<file path="config.mk">
export PLATFORM = sky130hd
export DESIGN_NAME = range_speed_sequencer_flat
export DESIGN_NICKNAME = d
export VERILOG_FILES = /design/src/rtl/range_speed_sequencer_if.sv /design/src/rtl/range_speed_sequencer.sv /design/src/flat_wrapper.sv
export SDC_FILE = /design/constraint.sdc
export NUM_CORES = 1
export LEC_CHECK = 0
export CAP_MARGIN = 20
export CORE_MARGIN = 2
export CORE_UTILIZATION = 33
export CTS_BUF_LIST = sky130_fd_sc_hd__clkbuf_8
export DETAILED_ROUTE_END_ITERATION = 8
export PLACE_DENSITY = 0.63
export SETUP_SLACK_MARGIN = 0.05
export SLEW_MARGIN = 5
export SYNTH_ARGS = -nofsm -noshare
export SYNTH_HDL_FRONTEND = slang
export SYNTH_SLANG_ARGS = --single-unit
</file>
<file path="constraint.sdc">
create_clock -name clk -period 3 [get_ports clk]
set_clock_uncertainty 0.2 [all_clocks]
set_input_delay 0.3 -clock clk [delete_from_list [all_inputs] [get_ports clk]]
set_output_delay 0.3 -clock clk [all_outputs]
set_load 0.03 [all_outputs]
</file>
<file path="src/rtl/range_speed_sequencer_if.sv">
// Signal bundle between the ranging/PWM sequencer and its surroundings.
// meas_valid is a one-cycle strobe with no ready: the consumer captures pulse_width, range_bin and timeout on that cycle.
interface range_speed_sequencer_if;
    logic        run;
    logic        echo;
    logic        oc_fault;
    logic        oc_clear;
    logic        trig;
    logic [18:0] pulse_width;
    logic [1:0]  range_bin;
    logic        meas_valid;
    logic        timeout;
    logic        fault_latched;
    logic [2:0]  state_dbg;

    modport master (
        output run, echo, oc_fault, oc_clear,
        input  trig, pulse_width, range_bin, meas_valid, timeout, fault_latched, state_dbg
    );

    modport slave (
        input  run, echo, oc_fault, oc_clear,
        output trig, pulse_width, range_bin, meas_valid, timeout, fault_latched, state_dbg
    );
endinterface

</file>
<file path="src/rtl/range_speed_sequencer.sv">
// Ultrasonic ranging sequencer: triggers a ping, times the echo, bins the distance
// and maps the bin to a motor PWM compare value, with an overcurrent fault lockout.
module range_speed_sequencer #(
    parameter int TRIG_CYCLES    = 1000,
    parameter int ECHO_TIMEOUT   = 3_802_000,
    parameter int BIN_STEP       = 475_250,
    parameter int HOLDOFF_CYCLES = 6_000_000,
    parameter int PWM_PERIOD     = 250_000
) (
    input logic                    clk,
    input logic                    rst_n,
    range_speed_sequencer_if.slave bus
);
    localparam int MAX_A = (TRIG_CYCLES > ECHO_TIMEOUT) ? TRIG_CYCLES : ECHO_TIMEOUT;
    localparam int MAX_B = (MAX_A > HOLDOFF_CYCLES) ? MAX_A : HOLDOFF_CYCLES;
    localparam int MAX_C = (MAX_B > 3 * BIN_STEP) ? MAX_B : 3 * BIN_STEP;
    localparam int CW    = $clog2(MAX_C + 1);

    localparam logic [CW-1:0] TRIG_LAST = CW'(TRIG_CYCLES - 1);
    localparam logic [CW-1:0] ECHO_LAST = CW'(ECHO_TIMEOUT - 1);
    localparam logic [CW-1:0] HOLD_LAST = CW'(HOLDOFF_CYCLES - 1);
    localparam logic [CW-1:0] BIN1_MAX  = CW'(BIN_STEP);
    localparam logic [CW-1:0] BIN2_MAX  = CW'(2 * BIN_STEP);
    localparam logic [CW-1:0] BIN3_MAX  = CW'(3 * BIN_STEP);
    localparam logic [CW-1:0] CNT_SAT   = '1;
    localparam logic [18:0]   PW_BIN0   = 19'((1 * PWM_PERIOD) / 4);
    localparam logic [18:0]   PW_BIN1   = 19'((2 * PWM_PERIOD) / 4);
    localparam logic [18:0]   PW_BIN2   = 19'((3 * PWM_PERIOD) / 4);
    localparam logic [18:0]   PW_FULL   = 19'(PWM_PERIOD);

    typedef enum logic [2:0] {
        S_IDLE      = 3'd0,
        S_TRIG      = 3'd1,
        S_WAIT_ECHO = 3'd2,
        S_MEASURE   = 3'd3,
        S_HOLDOFF   = 3'd4,
        S_FAULT     = 3'd5
    } state_t;

    state_t        state, state_n;
    logic [CW-1:0] cnt, cnt_n, cnt_inc;
    logic          trig_q, trig_n;
    logic [18:0]   pw_q, pw_n;
    logic [1:0]    bin_q, bin_n;
    logic          to_q, to_n;
    logic          mv_q, mv_n;
    logic          fl_q, fl_n;

    logic echo_s1, echo_sync, echo_d;
    logic fault_s1, fault_sync;
    logic clear_s1, clear_sync;
    logic echo_rise;

    logic [1:0]  meas_bin;
    logic [18:0] meas_pw;
    logic        res_take, res_to;

    always_ff @(posedge clk or negedge rst_n) begin
        if (!rst_n) begin
            echo_s1    <= 1'b0;
            echo_sync  <= 1'b0;
            echo_d     <= 1'b0;
            fault_s1   <= 1'b0;
            fault_sync <= 1'b0;
            clear_s1   <= 1'b0;
            clear_sync <= 1'b0;
        end else begin
            echo_s1    <= bus.echo;
            echo_sync  <= echo_s1;
            echo_d     <= echo_sync;
            fault_s1   <= bus.oc_fault;
            fault_sync <= fault_s1;
            clear_s1   <= bus.oc_clear;
            clear_sync <= clear_s1;
        end
    end

    // A rise needs a low sample first, so an echo already high on entry is ignored.
    assign echo_rise = echo_sync & ~echo_d;
    assign cnt_inc   = (cnt == CNT_SAT) ? cnt : cnt + 1'b1;

    always_comb begin
        if (cnt <= BIN1_MAX)      meas_bin = 2'd0;
        else if (cnt <= BIN2_MAX) meas_bin = 2'd1;
        else if (cnt <= BIN3_MAX) meas_bin = 2'd2;
        else                      meas_bin = 2'd3;
        case (meas_bin)
            2'd0:    meas_pw = PW_BIN0;
            2'd1:    meas_pw = PW_BIN1;
            2'd2:    meas_pw = PW_BIN2;
            default: meas_pw = PW_FULL;
        endcase
    end

    always_comb begin
        state_n  = state;
        cnt_n    = cnt;
        trig_n   = trig_q;
        pw_n     = pw_q;
        bin_n    = bin_q;
        to_n     = to_q;
        mv_n     = 1'b0;
        fl_n     = fl_q;
        res_take = 1'b0;
        res_to   = 1'b0;
        if (fault_sync) begin
            state_n = S_FAULT;
            cnt_n   = '0;
            trig_n  = 1'b0;
            pw_n    = '0;
            fl_n    = 1'b1;
        end else if (!bus.run && (state inside {S_TRIG, S_WAIT_ECHO, S_MEASURE, S_HOLDOFF})) begin
            state_n = S_IDLE;
            cnt_n   = '0;
            trig_n  = 1'b0;
            pw_n    = '0;
        end else begin
            case (state)
                S_IDLE: begin
                    if (bus.run) begin
                        state_n = S_TRIG;
                        cnt_n   = '0;
                        trig_n  = 1'b1;
                    end
                end
                S_TRIG: begin
                    if (cnt == TRIG_LAST) begin
                        state_n = S_WAIT_ECHO;
                        cnt_n   = '0;
                        trig_n  = 1'b0;
                    end else begin
                        cnt_n = cnt_inc;
                    end
                end
                S_WAIT_ECHO: begin
                    if (echo_rise) begin
                        // The rise cycle is itself the first high cycle of the echo.
                        state_n = S_MEASURE;
                        cnt_n   = {{(CW-1){1'b0}}, 1'b1};
                    end else if (cnt == ECHO_LAST) begin
                        res_take = 1'b1;
                        res_to   = 1'b1;
                    end else begin
                        cnt_n = cnt_inc;
                    end
                end
                S_MEASURE: begin
                    if (!echo_sync) begin
                        res_take = 1'b1;
                    end else if (cnt == ECHO_LAST) begin
                        res_take = 1'b1;
                        res_to   = 1'b1;
                    end else begin
                        cnt_n = cnt_inc;
                    end
                end
                S_HOLDOFF: begin
                    // run is known high here; a low run already left for IDLE above.
                    if (cnt == HOLD_LAST) begin
                        state_n = S_TRIG;
                        cnt_n   = '0;
                        trig_n  = 1'b1;
                    end else begin
                        cnt_n = cnt_inc;
                    end
                end
                S_FAULT: begin
                    if (clear_sync) begin
                        state_n = S_IDLE;
                        fl_n    = 1'b0;
                    end
                end
                default: state_n = S_IDLE;
            endcase
            if (res_take) begin
                state_n = S_HOLDOFF;
                cnt_n   = '0;
                mv_n    = 1'b1;
                to_n    = res_to;
                bin_n   = res_to ? 2'd3 : meas_bin;
                pw_n    = res_to ? PW_FULL : meas_pw;
            end
        end
    end

    always_ff @(posedge clk or negedge rst_n) begin
        if (!rst_n) begin
            state  <= S_IDLE;
            cnt    <= '0;
            trig_q <= 1'b0;
            pw_q   <= '0;
            bin_q  <= '0;
            to_q   <= 1'b0;
            mv_q   <= 1'b0;
            fl_q   <= 1'b0;
        end else begin
            state  <= state_n;
            cnt    <= cnt_n;
            trig_q <= trig_n;
            pw_q   <= pw_n;
            bin_q  <= bin_n;
            to_q   <= to_n;
            mv_q   <= mv_n;
            fl_q   <= fl_n;
        end
    end

    assign bus.trig          = trig_q;
    assign bus.pulse_width   = pw_q;
    assign bus.range_bin     = bin_q;
    assign bus.timeout       = to_q;
    assign bus.meas_valid    = mv_q;
    assign bus.fault_latched = fl_q;
    assign bus.state_dbg     = state;
endmodule

</file>
<file path="src/flat_wrapper.sv">
// flat-port wrapper written by rule: the top's interface ports become plain ports
module range_speed_sequencer_flat 
#(
    parameter int TRIG_CYCLES    = 1000,
    parameter int ECHO_TIMEOUT   = 3_802_000,
    parameter int BIN_STEP       = 475_250,
    parameter int HOLDOFF_CYCLES = 6_000_000,
    parameter int PWM_PERIOD     = 250_000
)
  (clk, rst_n, bus_run, bus_echo, bus_oc_fault, bus_oc_clear, bus_trig, bus_pulse_width, bus_range_bin, bus_meas_valid, bus_timeout, bus_fault_latched, bus_state_dbg);
  range_speed_sequencer_if bus_i ();
  input logic clk;
  input logic rst_n;
  input wire logic [$bits(bus_i.run)-1:0] bus_run;
  input wire logic [$bits(bus_i.echo)-1:0] bus_echo;
  input wire logic [$bits(bus_i.oc_fault)-1:0] bus_oc_fault;
  input wire logic [$bits(bus_i.oc_clear)-1:0] bus_oc_clear;
  output wire logic [$bits(bus_i.trig)-1:0] bus_trig;
  output wire logic [$bits(bus_i.pulse_width)-1:0] bus_pulse_width;
  output wire logic [$bits(bus_i.range_bin)-1:0] bus_range_bin;
  output wire logic [$bits(bus_i.meas_valid)-1:0] bus_meas_valid;
  output wire logic [$bits(bus_i.timeout)-1:0] bus_timeout;
  output wire logic [$bits(bus_i.fault_latched)-1:0] bus_fault_latched;
  output wire logic [$bits(bus_i.state_dbg)-1:0] bus_state_dbg;
  assign bus_i.run = bus_run;
  assign bus_i.echo = bus_echo;
  assign bus_i.oc_fault = bus_oc_fault;
  assign bus_i.oc_clear = bus_oc_clear;
  assign bus_trig = bus_i.trig;
  assign bus_pulse_width = bus_i.pulse_width;
  assign bus_range_bin = bus_i.range_bin;
  assign bus_meas_valid = bus_i.meas_valid;
  assign bus_timeout = bus_i.timeout;
  assign bus_fault_latched = bus_i.fault_latched;
  assign bus_state_dbg = bus_i.state_dbg;
  range_speed_sequencer #(.TRIG_CYCLES(TRIG_CYCLES), .ECHO_TIMEOUT(ECHO_TIMEOUT), .BIN_STEP(BIN_STEP), .HOLDOFF_CYCLES(HOLDOFF_CYCLES), .PWM_PERIOD(PWM_PERIOD)) u_core (.clk(clk), .rst_n(rst_n), .bus(bus_i));
endmodule
</file>
==> results.toml <==
[placement]
port_buffers = 28
gp_congestion = 0.921
dp_hpwl_mm = 5.62
place_inst = 459

[setup_path]
crit_fanout = 6
slowest_delay_ns = 0.59
cp_num_buf_inv = 0
critPathTopFamily = "simple AND/OR/NAND/NOR gates"
reg2regPathDepth = 8
reg2reg_to = "u_core.bus.pulse_width[11]"
timing.critical_path.from_type = "flop"
endpoint_kind = "flop"
reg2reg_setup_slack_ns = 0.18
worstPathArrival_ns = 2.86
crit_path_cell_trace = "or4_4 -> or3_1 -> a211oi_1 -> o21a_2 -> o32a_4 -> ha_1 -> o22a_1 -> nor2_1"
r2r_start = "u_core.cnt[12]"
critPathKind = "flop to flop"
required_ns = 3.05
worst_path_max_delay_cell = "or4_4"

[layout]
num_antenna_cells = 0
final_util_pct = 39.4
final_common_cell = "dfrtp_1"
area_growth_pct = 15.0
fillCellCount = 871
drive_gt1_share_pct = 10.8
nNetsFinal = 370
final_cell_mix = "dfrtp_1, nand2_1, clkdlybuf4s50_1"
fin_cells = 469

[synthesis]
syn_area_per_cell_um2 = 8.77
synthFlopType = "dfrtp_1"
syn_area_um2 = 3020
ys_ff_latch = 47
yosysUniqueCellTypes = 63
ys_warn_count = 0
synthArstFlopShare_pct = 100
synth_enable_flop_cells = 0
syn_inst = 344
yosysSeqAreaShare_pct = 39.0

[clock_network]
cts_tree = "built"
clk_path_buf_depth = 2
clkTransAtPathRegs_ns = 0.09
cts_inserted_buffers = 5
postCtsSetupBuffers = 0
root_buffer = "clkbuf_8"
cts_resized = 0
clock_latency_ns = 0.31
htreeDepth = 2
cts.sinks = 47

[global_routing]
gr-total-overflow = 0
track_usage_pct = 16.6
grt_pass1_vias = 2584
antenna_found_initial = 0
grt_pass1_wl_mm = 13.3
grt_max_degree = 48

[sta]
relSlewSlack_pct = 62.7
period_minus_slack_ns = 2.82
finalSetupTns_ns = 0
fmax_mhz = 355
setup_viol = 0
period_share_pct = 93.9
final_max_slew_viol_count = 0
worst_pin_slew_ns = 0.555
hold_viol = 0
rsz0062_at_grt = "false"

[worst_hold_path]
hold_start = "u_core.fault_s1"
hold_end = "u_core.fault_sync"
whs_path_depth = 0
hp-class = "flop to flop"

[floorplanning]
die_width_um = 99.6
io-pin-count = 34
rows = 34
core_um2 = 8810
die_h_um = 99.6
start_util_pct = 34.2
die-area_um2 = 9920

[detailed_routing]
num_vias = 2745
wl_mm = 7.91
dr.pass1.iters = 4
drt_iter0_markers = 219
drtAntennaViolNets = 0
drc_errors = 0
wire_per_inst_um = 16.9
vias_per_cell = 5.85

[pwr]
power_density_nw_per_um2 = 608
vdd_ir_drop_max_mv = 0.286
p_leak_uw = 0.00139

[run_status]
status = "complete, no violations"

[run]
maxCapViolCount = 0
[cells in the mapped netlist (3+ instances only)]
| cell | n | area, um^2 |
|---|---|---|
| buf_4 | 12 | 90.1 |
| nand4b_1 | 6 | 52.6 |
| nor2b_1 | 3 | 18.8 |
| nand4_1 | 20 | 125 |
| inv_1 | 8 | 30.0 |
| a211oi_1 | 5 | 37.5 |
| nor3_1 | 8 | 40.0 |
| a21o_1 | 3 | 22.5 |
| o311ai_1 | 7 | 61.3 |
| buf_2 | 9 | 45.0 |
| o21ai_0 | 14 | 70.1 |
| a21oi_1 | 11 | 55.1 |
| or3_1 | 3 | 18.8 |
| nor4b_1 | 3 | 26.3 |
| clkbuf_1 | 19 | 71.3 |
| a31oi_1 | 15 | 93.8 |
| nor2_1 | 24 | 90.1 |
| and4_1 | 5 | 43.8 |
| ha_1 | 4 | 50.1 |
| and3_1 | 10 | 62.6 |
| nand3_1 | 15 | 75.1 |
| dfrtp_1 | 47 | 1180 |
| and2_1 | 6 | 37.5 |
| nand2_1 | 31 | 116 |
| a41oi_1 | 3 | 26.3 |
[what timing repair did]
item | CTS | global route
hold endpoints to repair | 0 | 17
setup endpoints to repair | 0 | 1
hold buffers | 0 | 1
[per-layer routing]
layer	share of wire [%]	vias up	routed length (um)	global-route usage [%]
li1	-	1301	-	-
met1	46	1347	3610	22.6
met2	48	86	3780	26.6
met3	4.8	11	380	2.60
met4	1.7	0	138	6.11
met5	0	-	0	0
[sequential cells by signal, indices dropped and copies added (netlist names), 2 cells and up]
register and flops:
u_core.bus.pulse_width 8, u_core.bus.state_dbg 3, u_core.cnt 23, u_core.bus.range_bin 2
[stage by stage]
step / setup slack, ns / hold WS, ns / total power, uW / cell area (um^2)
floorplan: 0.411 / -0.196 / 1410 / 3030
global placement: 0.260 / 0.132 / 1680 / 3340
detailed placement: 0.205 / 0.136 / 1690 / 3340
CTS: 0.187 / 0.0357 / 2110 / 3440
global route: 0.0517 / 0.162 / 2230 / 3470
finish: 0.184 / 0.155 / 2110 / 3470
[worst max path at each step]
stage | startpoint | to | cells past startpoint
2_1_floorplan | u_core.cnt[12] | u_core.bus.pulse_width[11] | 8
3_3_place_gp | u_core.cnt[12] | u_core.bus.pulse_width[11] | 8
3_5_place_dp | u_core.cnt[12] | u_core.bus.pulse_width[11] | 8
4_1_cts | u_core.cnt[12] | u_core.bus.pulse_width[11] | 8
5_1_grt | u_core.cnt[12] | u_core.bus.pulse_width[11] | 8
6_report | u_core.cnt[12] | u_core.bus.pulse_width[11] | 8
[worst reg2reg max path, cell delays in order, from the launching register on]
cell and delay, ns:
dfrtp_1 0.45, or4_4 0.59, or3_1 0.36, a211oi_1 0.23
o21a_2 0.22, o32a_4 0.21, ha_1 0.24, o22a_1 0.17
nor2_1 0.08
[final cells by class]
type	instances	area, um^2	area share, %
repair buffers	47	433	12.5
well taps	108	135	3.90
flip-flops and latches	47	1180	33.9
multi-input cells	251	1600	46.0
clock buffers	6	82.6	2.38
inverters	8	30.0	0.866
clock inverters	2	16.3	0.469
[power breakdown]
group	internal, uW	switching (uW)
Sequential	689	76.8
Clock	189	236
Combinational	347	572
Total	1220	885
[cells by family after synthesis]
logic type | share of synthesized area, %
AOI/OAI and AO/OA | 20.3
muxes | 1.41
xor gates and xnor gates | 0.872
other | 0.124
buffers and inverters | 8.59
DFF | 39.0
adders and majority gates | 1.66
and+or+nand+nor | 28.1
No activity file was read; power rests on OpenSTA's default activity.
